--- config.mk ---
export PLATFORM = sky130hd
export DESIGN_NAME = icosoc_mod_ps2_fifo
export DESIGN_NICKNAME = d
export VERILOG_FILES = /design/src/rtl/icosoc_mod_ps2_fifo.sv
export SDC_FILE = /design/constraint.sdc
export NUM_CORES = 1
export LEC_CHECK = 0
export ABC_AREA = 1
export CORE_ASPECT_RATIO = 0.8
export CORE_MARGIN = 10
export CORE_UTILIZATION = 58
export DETAILED_ROUTE_END_ITERATION = 6
export PLACE_DENSITY = 0.87
export SKIP_CTS_REPAIR_TIMING = 1
export SLEW_MARGIN = 25
export SYNTH_ARGS = -nofsm -noshare
export SYNTH_HDL_FRONTEND = slang
export SYNTH_SLANG_ARGS = --single-unit
--- constraint.sdc ---
create_clock -name clk -period 5.4 [get_ports clk]
set_input_delay 1.62 -clock clk [delete_from_list [all_inputs] [get_ports clk]]
set_output_delay 1.62 -clock clk [all_outputs]
set_load 0.01 [all_outputs]
--- src/rtl/icosoc_mod_ps2_fifo.sv ---
// icosoc_mod_ps2_fifo: PS/2 deframer, scan-code FIFO and ctrl-bus registers.
// Define PS2_TX_EN to build the host-to-device command transmitter.
module icosoc_mod_ps2_fifo #(
  parameter int FIFO_DEPTH     = 8,
  parameter int FILTER_LEN     = 8,
  parameter int TIMEOUT_CYCLES = 20000,
  parameter int INHIBIT_CYCLES = 1200
) (
  input  logic        clk,
  input  logic        resetn,
  input  logic [3:0]  ctrl_wr,
  input  logic        ctrl_rd,
  input  logic [15:0] ctrl_addr,
  input  logic [31:0] ctrl_wdat,
  output logic [31:0] ctrl_rdat,
  output logic        ctrl_done,
  input  logic        ps2_clk_i,
  input  logic        ps2_dat_i,
  output logic        ps2_clk_oe,
  output logic        ps2_dat_oe
);

  localparam int AW = $clog2(FIFO_DEPTH);
  localparam int LW = AW + 1;
  localparam int TW = $clog2(TIMEOUT_CYCLES + 1);
  localparam logic [TW-1:0] TMO_MAX = TW'(TIMEOUT_CYCLES - 1);

  typedef enum logic {R_IDLE, R_SHIFT} rx_st_t;

  logic clk_s1, clk_s2, dat_s1, dat_s2;
  logic [FILTER_LEN-1:0] filt;
  logic fclk;
  logic edge_ev;

  logic tx_busy, tx_timed, rx_hold, nak_set;

  // pin synchronisers and clock glitch filter
  always_ff @(posedge clk) begin
    if (!resetn) begin
      clk_s1 <= 1'b1;
      clk_s2 <= 1'b1;
      dat_s1 <= 1'b1;
      dat_s2 <= 1'b1;
      filt   <= '1;
      fclk   <= 1'b1;
    end else begin
      clk_s1 <= ps2_clk_i;
      clk_s2 <= clk_s1;
      dat_s1 <= ps2_dat_i;
      dat_s2 <= dat_s1;
      filt   <= {filt[FILTER_LEN-2:0], clk_s2};
      if (&filt)
        fclk <= 1'b1;
      else if (~|filt)
        fclk <= 1'b0;
    end
  end

  assign edge_ev = fclk & ~|filt;

  // shared inactivity timer, restarted on every clock edge
  logic [TW-1:0] tmo_cnt;
  logic tmo_run, tmo;
  rx_st_t rx_st, rx_nxt;

  assign tmo_run = (rx_st == R_SHIFT) | tx_timed;
  assign tmo = tmo_run & ~edge_ev & (tmo_cnt == TMO_MAX);

  // timeout counter
  always_ff @(posedge clk) begin
    if (!resetn)
      tmo_cnt <= '0;
    else if (edge_ev | ~tmo_run)
      tmo_cnt <= '0;
    else if (tmo_cnt != TMO_MAX)
      tmo_cnt <= tmo_cnt + 1'b1;
  end

  logic [3:0] rx_cnt, rx_cnt_n;
  logic [7:0] rx_sr, rx_sr_n;
  logic rx_par, rx_par_n;
  logic rx_push, perr_set, ferr_set;

  // RX state register
  always_ff @(posedge clk) begin
    if (!resetn) begin
      rx_st  <= R_IDLE;
      rx_cnt <= '0;
      rx_sr  <= '0;
      rx_par <= 1'b0;
    end else begin
      rx_st  <= rx_nxt;
      rx_cnt <= rx_cnt_n;
      rx_sr  <= rx_sr_n;
      rx_par <= rx_par_n;
    end
  end

  // RX next state: start, 8 data, parity, stop
  always_comb begin
    rx_nxt   = rx_st;
    rx_cnt_n = rx_cnt;
    rx_sr_n  = rx_sr;
    rx_par_n = rx_par;
    rx_push  = 1'b0;
    perr_set = 1'b0;
    ferr_set = 1'b0;
    unique case (rx_st)
      R_IDLE: begin
        if (edge_ev & ~dat_s2 & ~rx_hold) begin
          rx_nxt   = R_SHIFT;
          rx_cnt_n = '0;
        end
      end
      R_SHIFT: begin
        if (rx_hold) begin
          rx_nxt = R_IDLE;
        end else if (edge_ev) begin
          if (rx_cnt < 4'd8) begin
            rx_sr_n  = {dat_s2, rx_sr[7:1]};
            rx_cnt_n = rx_cnt + 4'd1;
          end else if (rx_cnt == 4'd8) begin
            rx_par_n = dat_s2;
            rx_cnt_n = 4'd9;
          end else begin
            rx_nxt = R_IDLE;
            if (!dat_s2)
              ferr_set = 1'b1;
            else if (!(^{rx_sr, rx_par}))
              perr_set = 1'b1;
            else
              rx_push = 1'b1;
          end
        end else if (tmo) begin
          ferr_set = 1'b1;
          rx_nxt   = R_IDLE;
        end
      end
    endcase
  end

  logic [7:0] mem [FIFO_DEPTH];
  logic [LW-1:0] wptr, rptr, level;
  logic full, empty, do_push, do_pop;

  assign level   = wptr - rptr;
  assign full    = level == LW'(FIFO_DEPTH);
  assign empty   = level == '0;
  assign do_push = rx_push & ~full;

  // FIFO storage
  always_ff @(posedge clk) begin
    if (do_push)
      mem[wptr[AW-1:0]] <= rx_sr;
  end

  // FIFO pointers
  always_ff @(posedge clk) begin
    if (!resetn) begin
      wptr <= '0;
      rptr <= '0;
    end else begin
      if (do_push)
        wptr <= wptr + 1'b1;
      if (do_pop)
        rptr <= rptr + 1'b1;
    end
  end

  logic req, wr_req, a_data, a_stat, clr;
  logic ovf, perr, ferr, tx_nak;
  logic [7:0] lvl8;
  logic [31:0] status, rd_mux;

  assign req    = ~ctrl_done & (ctrl_rd | (|ctrl_wr));
  assign wr_req = req & (|ctrl_wr);
  assign a_data = ctrl_addr == 16'h0000;
  assign a_stat = ctrl_addr == 16'h0004;
  assign do_pop = req & ctrl_rd & a_data & ~empty;
  assign clr    = wr_req & a_stat;
  assign lvl8   = 8'(level);
  assign status = {19'h0, tx_nak, tx_busy, ferr, perr, ovf, lvl8};

  // read data mux
  always_comb begin
    rd_mux = '0;
    unique case (1'b1)
      a_data:  rd_mux = empty ? 32'hFFFF_FFFF : {24'h0, mem[rptr[AW-1:0]]};
      a_stat:  rd_mux = status;
      default: rd_mux = '0;
    endcase
  end

  // one-cycle acknowledge with registered read data
  always_ff @(posedge clk) begin
    if (!resetn) begin
      ctrl_done <= 1'b0;
      ctrl_rdat <= '0;
    end else if (req) begin
      ctrl_done <= 1'b1;
      ctrl_rdat <= ctrl_rd ? rd_mux : '0;
    end else begin
      ctrl_done <= 1'b0;
      ctrl_rdat <= '0;
    end
  end

  // sticky status bits, set beats clear
  always_ff @(posedge clk) begin
    if (!resetn) begin
      ovf    <= 1'b0;
      perr   <= 1'b0;
      ferr   <= 1'b0;
      tx_nak <= 1'b0;
    end else begin
      if (rx_push & full)
        ovf <= 1'b1;
      else if (clr & ctrl_wdat[8])
        ovf <= 1'b0;
      if (perr_set)
        perr <= 1'b1;
      else if (clr & ctrl_wdat[9])
        perr <= 1'b0;
      if (ferr_set)
        ferr <= 1'b1;
      else if (clr & ctrl_wdat[10])
        ferr <= 1'b0;
      if (nak_set)
        tx_nak <= 1'b1;
      else if (clr & ctrl_wdat[12])
        tx_nak <= 1'b0;
    end
  end

`ifdef PS2_TX_EN
  localparam int IW = $clog2(INHIBIT_CYCLES + 1);
  localparam logic [IW-1:0] INH_MAX = IW'(INHIBIT_CYCLES - 1);

  typedef enum logic [2:0] {
    T_IDLE, T_INH, T_REQ, T_SEND, T_ACK, T_WREL
  } tx_st_t;

  tx_st_t tx_st, tx_nxt;
  logic [IW-1:0] tx_cnt, tx_cnt_n;
  logic [3:0] tx_bit, tx_bit_n;
  logic [8:0] tx_sr, tx_sr_n;
  logic coe_q, doe_q, coe_n, doe_n;
  logic tx_wr;

  assign tx_wr = wr_req & a_data & (tx_st == T_IDLE);

  // TX state register and registered line enables
  always_ff @(posedge clk) begin
    if (!resetn) begin
      tx_st  <= T_IDLE;
      tx_cnt <= '0;
      tx_bit <= '0;
      tx_sr  <= '0;
      coe_q  <= 1'b0;
      doe_q  <= 1'b0;
    end else begin
      tx_st  <= tx_nxt;
      tx_cnt <= tx_cnt_n;
      tx_bit <= tx_bit_n;
      tx_sr  <= tx_sr_n;
      coe_q  <= coe_n;
      doe_q  <= doe_n;
    end
  end

  // TX next state: inhibit, request, 8 data + parity, stop, ack
  always_comb begin
    tx_nxt   = tx_st;
    tx_cnt_n = tx_cnt;
    tx_bit_n = tx_bit;
    tx_sr_n  = tx_sr;
    coe_n    = 1'b0;
    doe_n    = doe_q;
    nak_set  = 1'b0;
    unique case (tx_st)
      T_IDLE: begin
        doe_n = 1'b0;
        if (tx_wr) begin
          tx_nxt   = T_INH;
          tx_cnt_n = '0;
          tx_sr_n  = {~^ctrl_wdat[7:0], ctrl_wdat[7:0]};
          coe_n    = 1'b1;
        end
      end
      T_INH: begin
        coe_n = 1'b1;
        if (tx_cnt == INH_MAX) begin
          tx_nxt = T_REQ;
          coe_n  = 1'b0;
          doe_n  = 1'b1;
        end else begin
          tx_cnt_n = tx_cnt + 1'b1;
        end
      end
      T_REQ: begin
        if (edge_ev) begin
          doe_n    = ~tx_sr[0];
          tx_sr_n  = {1'b0, tx_sr[8:1]};
          tx_bit_n = 4'd1;
          tx_nxt   = T_SEND;
        end else if (tmo) begin
          doe_n   = 1'b0;
          nak_set = 1'b1;
          tx_nxt  = T_IDLE;
        end
      end
      T_SEND: begin
        if (edge_ev) begin
          if (tx_bit == 4'd9) begin
            doe_n  = 1'b0;
            tx_nxt = T_ACK;
          end else begin
            doe_n    = ~tx_sr[0];
            tx_sr_n  = {1'b0, tx_sr[8:1]};
            tx_bit_n = tx_bit + 4'd1;
          end
        end else if (tmo) begin
          doe_n   = 1'b0;
          nak_set = 1'b1;
          tx_nxt  = T_IDLE;
        end
      end
      T_ACK: begin
        if (edge_ev) begin
          nak_set = dat_s2;
          tx_nxt  = T_WREL;
        end else if (tmo) begin
          doe_n   = 1'b0;
          nak_set = 1'b1;
          tx_nxt  = T_IDLE;
        end
      end
      T_WREL: begin
        doe_n = 1'b0;
        if (fclk & dat_s2)
          tx_nxt = T_IDLE;
      end
      default: begin
        doe_n  = 1'b0;
        tx_nxt = T_IDLE;
      end
    endcase
  end

  assign tx_busy    = tx_st != T_IDLE;
  assign tx_timed   = (tx_st == T_REQ) | (tx_st == T_SEND) |
                      (tx_st == T_ACK);
  assign rx_hold    = tx_busy;
  assign ps2_clk_oe = coe_q;
  assign ps2_dat_oe = doe_q;
`else
  assign tx_busy    = 1'b0;
  assign tx_timed   = 1'b0;
  assign rx_hold    = 1'b0;
  assign nak_set    = 1'b0;
  assign ps2_clk_oe = 1'b0;
  assign ps2_dat_oe = 1'b0;
`endif

  logic unused_bits;
  assign unused_bits = &{1'b0, ctrl_wdat};

endmodule

==> flow_summary.html <==
<table>
<tr><th>Metric</th><th>Value</th></tr>
<tr><th colspan="2">Route</th></tr>
<tr><td>DRC</td><td>0</td></tr>
<tr><td>Vias per cell</td><td>around 5.5</td></tr>
<tr><td>Average wire length per cell after detail routing</td><td>16.04 um</td></tr>
<tr><td>Final ANT Viol Nets</td><td>0</td></tr>
<tr><td>Routed wire length</td><td>approximately 13,000 um</td></tr>
<tr><td>Number of violations reported at the end of detailed-routing iteration 0</td><td>462</td></tr>
<tr><td>Via count</td><td>between 4,000 and 5,000</td></tr>
<tr><td>Detailed-routing iteration count for the pre-antenna-repair pass</td><td>7</td></tr>
<tr><th colspan="2">Timing</th></tr>
<tr><td>Accumulated negative setup slack</td><td>0 ns</td></tr>
<tr><td>Post-layout minimum cycle time</td><td>3.392 ns</td></tr>
<tr><td>Hold violation total from the final report</td><td>0</td></tr>
<tr><td>Relative max-transition margin</td><td>a little over a third</td></tr>
<tr><td>Worst hold slack</td><td>0.4115 ns</td></tr>
<tr><td>Unrepaired setup endpoints after global routing</td><td>no</td></tr>
<tr><td>Minimum setup slack in the final design</td><td>around 2.0 ns</td></tr>
<tr><td>Peak Freq</td><td>a little under 0.3 GHz</td></tr>
<tr><td>Share of the clock period used by the worst path</td><td>a little over three fifths</td></tr>
<tr><td>Worst Clk Skew</td><td>0.01345 ns</td></tr>
<tr><td>Transition time of the tightest slew-check pin</td><td>approximately 1 ns</td></tr>
<tr><td>Pins Over Slew Limit</td><td>0</td></tr>
<tr><td>Number of setup violations in the final report</td><td>0</td></tr>
<tr><th colspan="2">Worst setup path</th></tr>
<tr><td>Kind of end point of the critical path</td><td>output port</td></tr>
<tr><td>Worst path max stage delay</td><td>a little under 0.7 ns</td></tr>
<tr><td>Data required time at the worst endpoint</td><td>~3.8 ns</td></tr>
<tr><td>Critical Path, Cell by Cell</td><td>clkdlybuf4s50_1</td></tr>
<tr><td>CP Depth</td><td>1</td></tr>
<tr><td>Critical setup path kind</td><td>reg -&gt; out</td></tr>
<tr><td>Reg2Reg Depth</td><td>11</td></tr>
<tr><td>Top fanout value on the critical path</td><td>21</td></tr>
<tr><td>Crit path max-delay cell type</td><td>dfxtp_1</td></tr>
<tr><td>Cell class contributing the biggest share of worst-path delay</td><td>flip-flops</td></tr>
<tr><td>Arrival time reported for the critical path endpoint</td><td>1.77 ns</td></tr>
<tr><td>Number of buffer and inverter instances along the worst setup path</td><td>1</td></tr>
<tr><td>Worst Setup Start Kind</td><td>flop</td></tr>
<tr><th colspan="2">CTS</th></tr>
<tr><td>Root Buffer</td><td>clkbuf_16</td></tr>
<tr><td>Skew-Pair Late Insertion Delay</td><td>0.43 ns</td></tr>
<tr><td>Clock buffer count from CTS</td><td>17</td></tr>
<tr><td>CTS tree</td><td>built</td></tr>
<tr><td>Buffer levels on the longest clock path</td><td>2</td></tr>
<tr><td>Total clock sinks</td><td>around 130</td></tr>
<tr><td>Number of H-tree levels</td><td>4</td></tr>
<tr><td>Clk pin slew, worst setup/hold paths</td><td>0.06 ns</td></tr>
<tr><th colspan="2">Power and ir drop</th></tr>
<tr><td>Relative contribution of combinational cells to total power</td><td>under 10%</td></tr>
<tr><td>Leakage</td><td>2.412 nW</td></tr>
<tr><td>Sw power</td><td>roughly 440 uW</td></tr>
<tr><td>Maximum resistive drop on vdd</td><td>around 0.25 mV</td></tr>
<tr><td>Proportion of total power due to net switching</td><td>19.27%</td></tr>
<tr><td>Cell-internal power</td><td>~1.9 mW</td></tr>
<tr><td>Clock network power share</td><td>between 50 and 60%</td></tr>
<tr><td>Sequential cell fraction of total power</td><td>45.6%</td></tr>
<tr><td>Power per cell area</td><td>328.5 mW/mm^2</td></tr>
<tr><th colspan="2">Yosys</th></tr>
<tr><td>Post-synthesis average cell area</td><td>approximately 9.2 um^2</td></tr>
<tr><td>Ys flop type</td><td>dfxtp_1</td></tr>
<tr><td>Gate count of the mapped netlist</td><td>633</td></tr>
<tr><td>Number of synthesized register bits</td><td>about 130</td></tr>
<tr><td>Number of enable-type register cells in the synthesized netlist</td><td>64</td></tr>
<tr><td>Synth async-reset ratio</td><td>0%</td></tr>
<tr><td>Post-synth design cell area</td><td>0.005816 mm^2</td></tr>
<tr><td>Sequential cell area fraction in the yosys report</td><td>between 50 and 60%</td></tr>
<tr><td>Synth warn</td><td>0</td></tr>
<tr><td>Unique masters post-synth</td><td>39</td></tr>
<tr><th colspan="2">GRT</th></tr>
<tr><td>Number of antenna violations at the first check in global routing</td><td>0</td></tr>
<tr><td>Via count of the first global-routing pass</td><td>between 4,000 and 5,000</td></tr>
<tr><td>Overall routing resource usage</td><td>around a fifth</td></tr>
<tr><td>Global-route wire length before repair</td><td>approximately 22,000 um</td></tr>
<tr><td>Maximum number of pins on one net before global-route repair</td><td>34</td></tr>
<tr><td>Overflow left after global routing</td><td>0</td></tr>
<tr><th colspan="2">Floorplanning</th></tr>
<tr><td>Initial standard-cell utilization of the core</td><td>about three fifths</td></tr>
<tr><td>Area of the core</td><td>~0.0097 mm^2</td></tr>
<tr><td>Number of I/O pins</td><td>92</td></tr>
<tr><td>Die span in x</td><td>132.0 um</td></tr>
<tr><td>Site row count</td><td>32</td></tr>
<tr><td>Die height</td><td>~110 um</td></tr>
<tr><td>Die Area</td><td>0.01446 mm^2</td></tr>
<tr><th colspan="2">Placed design</th></tr>
<tr><td>Hpwl dp</td><td>a little under 9000 um</td></tr>
<tr><td>Count of port buffers added during placement</td><td>60</td></tr>
<tr><td>Global placement routability congestion</td><td>around 0.9</td></tr>
<tr><td>Worst slack, placed</td><td>1.904 ns</td></tr>
<tr><th colspan="2">Cells and area</th></tr>
<tr><td>Ant. Diodes</td><td>0</td></tr>
<tr><td>Layout cell share with drive strength beyond 1</td><td>about a tenth</td></tr>
<tr><td>Number of filler instances in the final layout</td><td>approximately 690</td></tr>
<tr><td>Final net count</td><td>~740</td></tr>
<tr><td>Final core occ</td><td>72.13%</td></tr>
<tr><td>Synthesis-to-finish area growth</td><td>20.68%</td></tr>
<tr><th colspan="2">Run status</th></tr>
<tr><td>Result of the run</td><td>finished clean</td></tr>
<tr><th colspan="2">Hold path</th></tr>
<tr><td>Class of the most critical hold timing path</td><td>reg -&gt; reg</td></tr>
<tr><td>Number of cells on the worst hold path</td><td>1</td></tr>
<tr><th colspan="2">Job</th></tr>
<tr><td>Max capacitance violation total</td><td>0</td></tr>
</table>
flip-flops by register name, indices dropped and copies added (netlist names), 4 cells and up, named ones only:
signal,count
mem,64
tmo_cnt,15
ctrl_rdat,12
filt,8
rx_sr,8
rptr,4
rx_cnt,4
wptr,4
synth_stat cells, types with 2 or more instances:
cell,number,area (um^2)
inv_2,2,7.510
nor2_1,99,371.6
xor2_1,7,61.31
nand2_1,98,367.9
nor2_2,3,18.77
nand3_1,33,165.2
edfxtp_1,64,1922
o32ai_1,16,140.1
a21oi_1,30,150.1
ha_1,8,100.1
nor3_1,13,65.06
nand4_1,12,75.07
dfxtp_1,69,1381
xnor2_1,3,26.28
nand2_2,5,31.28
buf_4,22,165.2
or2_2,13,81.33
nand3_2,2,20.02
o21ai_0,32,160.2
nor4_1,8,50.05
inv_1,58,217.7
a31oi_1,5,31.28
clkbuf_1,15,56.30
per-stage QoR:
stage,area (um^2),power (mW),std cells
final,7018,2.306,826
after detailed placement,6379,1.112,794
after global placement,6379,1.110,794
after global routing,7018,2.357,826
after CTS,7017,2.311,826
after floorplan,5819,1.086,634
cell type report:
class | count | area (um^2) | share of cell area, %
multi-input cells | 403 | 2064 | 29.42
flip-flops and latches | 133 | 3304 | 47.09
well taps | 136 | 170.2 | 2.425
inverters | 60 | 225.2 | 3.209
clock buffers | 22 | 494.2 | 7.042
repair buffers | 62 | 615.6 | 8.772
clock inverters | 10 | 143.9 | 2.050
cells in the final DEF (no fill, tap or decap), drive strengths merged, types with 3 or more instances in the layout:
master and n:
or2 15, clkinvlp 3, edfxtp 64, clkinv 3
clkdlybuf4s50 60, a21oi 30, nand3 35, xnor2 3
nor3 15, inv 61, dfxtp 69, o32ai 16
nor4 8, xor2 7, o21ai 33, ha 8
a31oi 5, nor2 103, clkbuf 22, bufinv 3
nand4 12, nand2 104
worst paths after layout:
| kind | slack, ns | start | to |
|---|---|---|---|
| worst max-delay path | 2.01 | ctrl_rdat[30] | ctrl_rdat[17] |
| worst min-delay path | 0.41 | clk_s2 | filt[0] |
| worst max register to register | 2.33 | wptr[0] | mem[6][6] |
| worst min register to register | 0.41 | clk_s2 | filt[0] |
kinds of logic (layout without fill, tap and decap cells):
group | after synthesis | count (layout) | synth area share [%]
and+or+nand+nor | 293 | 293 | 22.63
adders and majority gates | 9 | 9 | 2.065
xor gates and xnor gates | 10 | 10 | 1.506
other | 1 | 2 | 0.06448
buffers and inverters | 98 | 154 | 7.767
AOI/OAI and AO/OA | 89 | 89 | 9.165
DFF | 133 | 133 | 56.80
power by group through the flow:
| stage | Sequential [mW] | Combinational (mW) | Clock [mW] |
|---|---|---|---|
| final | 1.05 | 0.0391 | 1.21 |
| after detailed placement | 1.07 | 0.0387 | 0 |
| after CTS | 1.05 | 0.0391 | 1.22 |
| after global placement | 1.07 | 0.0369 | 0 |
| after global routing | 1.05 | 0.0425 | 1.26 |
| after floorplan | 1.07 | 0.0131 | 0 |
layer usage:
| metal | up-vias | share of wire, % | track usage, % | routed length [um] |
|---|---|---|---|---|
| met4 | 0 | 1.5 | 8.241 | 204 |
| met1 | 2155 | 41 | 21.71 | 5369 |
| met3 | 14 | 7.9 | 5.606 | 1050 |
| li1 | 2210 | - | - | - |
| met2 | 193 | 50 | 32.51 | 6629 |
| met5 | - | 0 | 0 | 0 |
No activity file was read; power rests on OpenSTA's default activity.
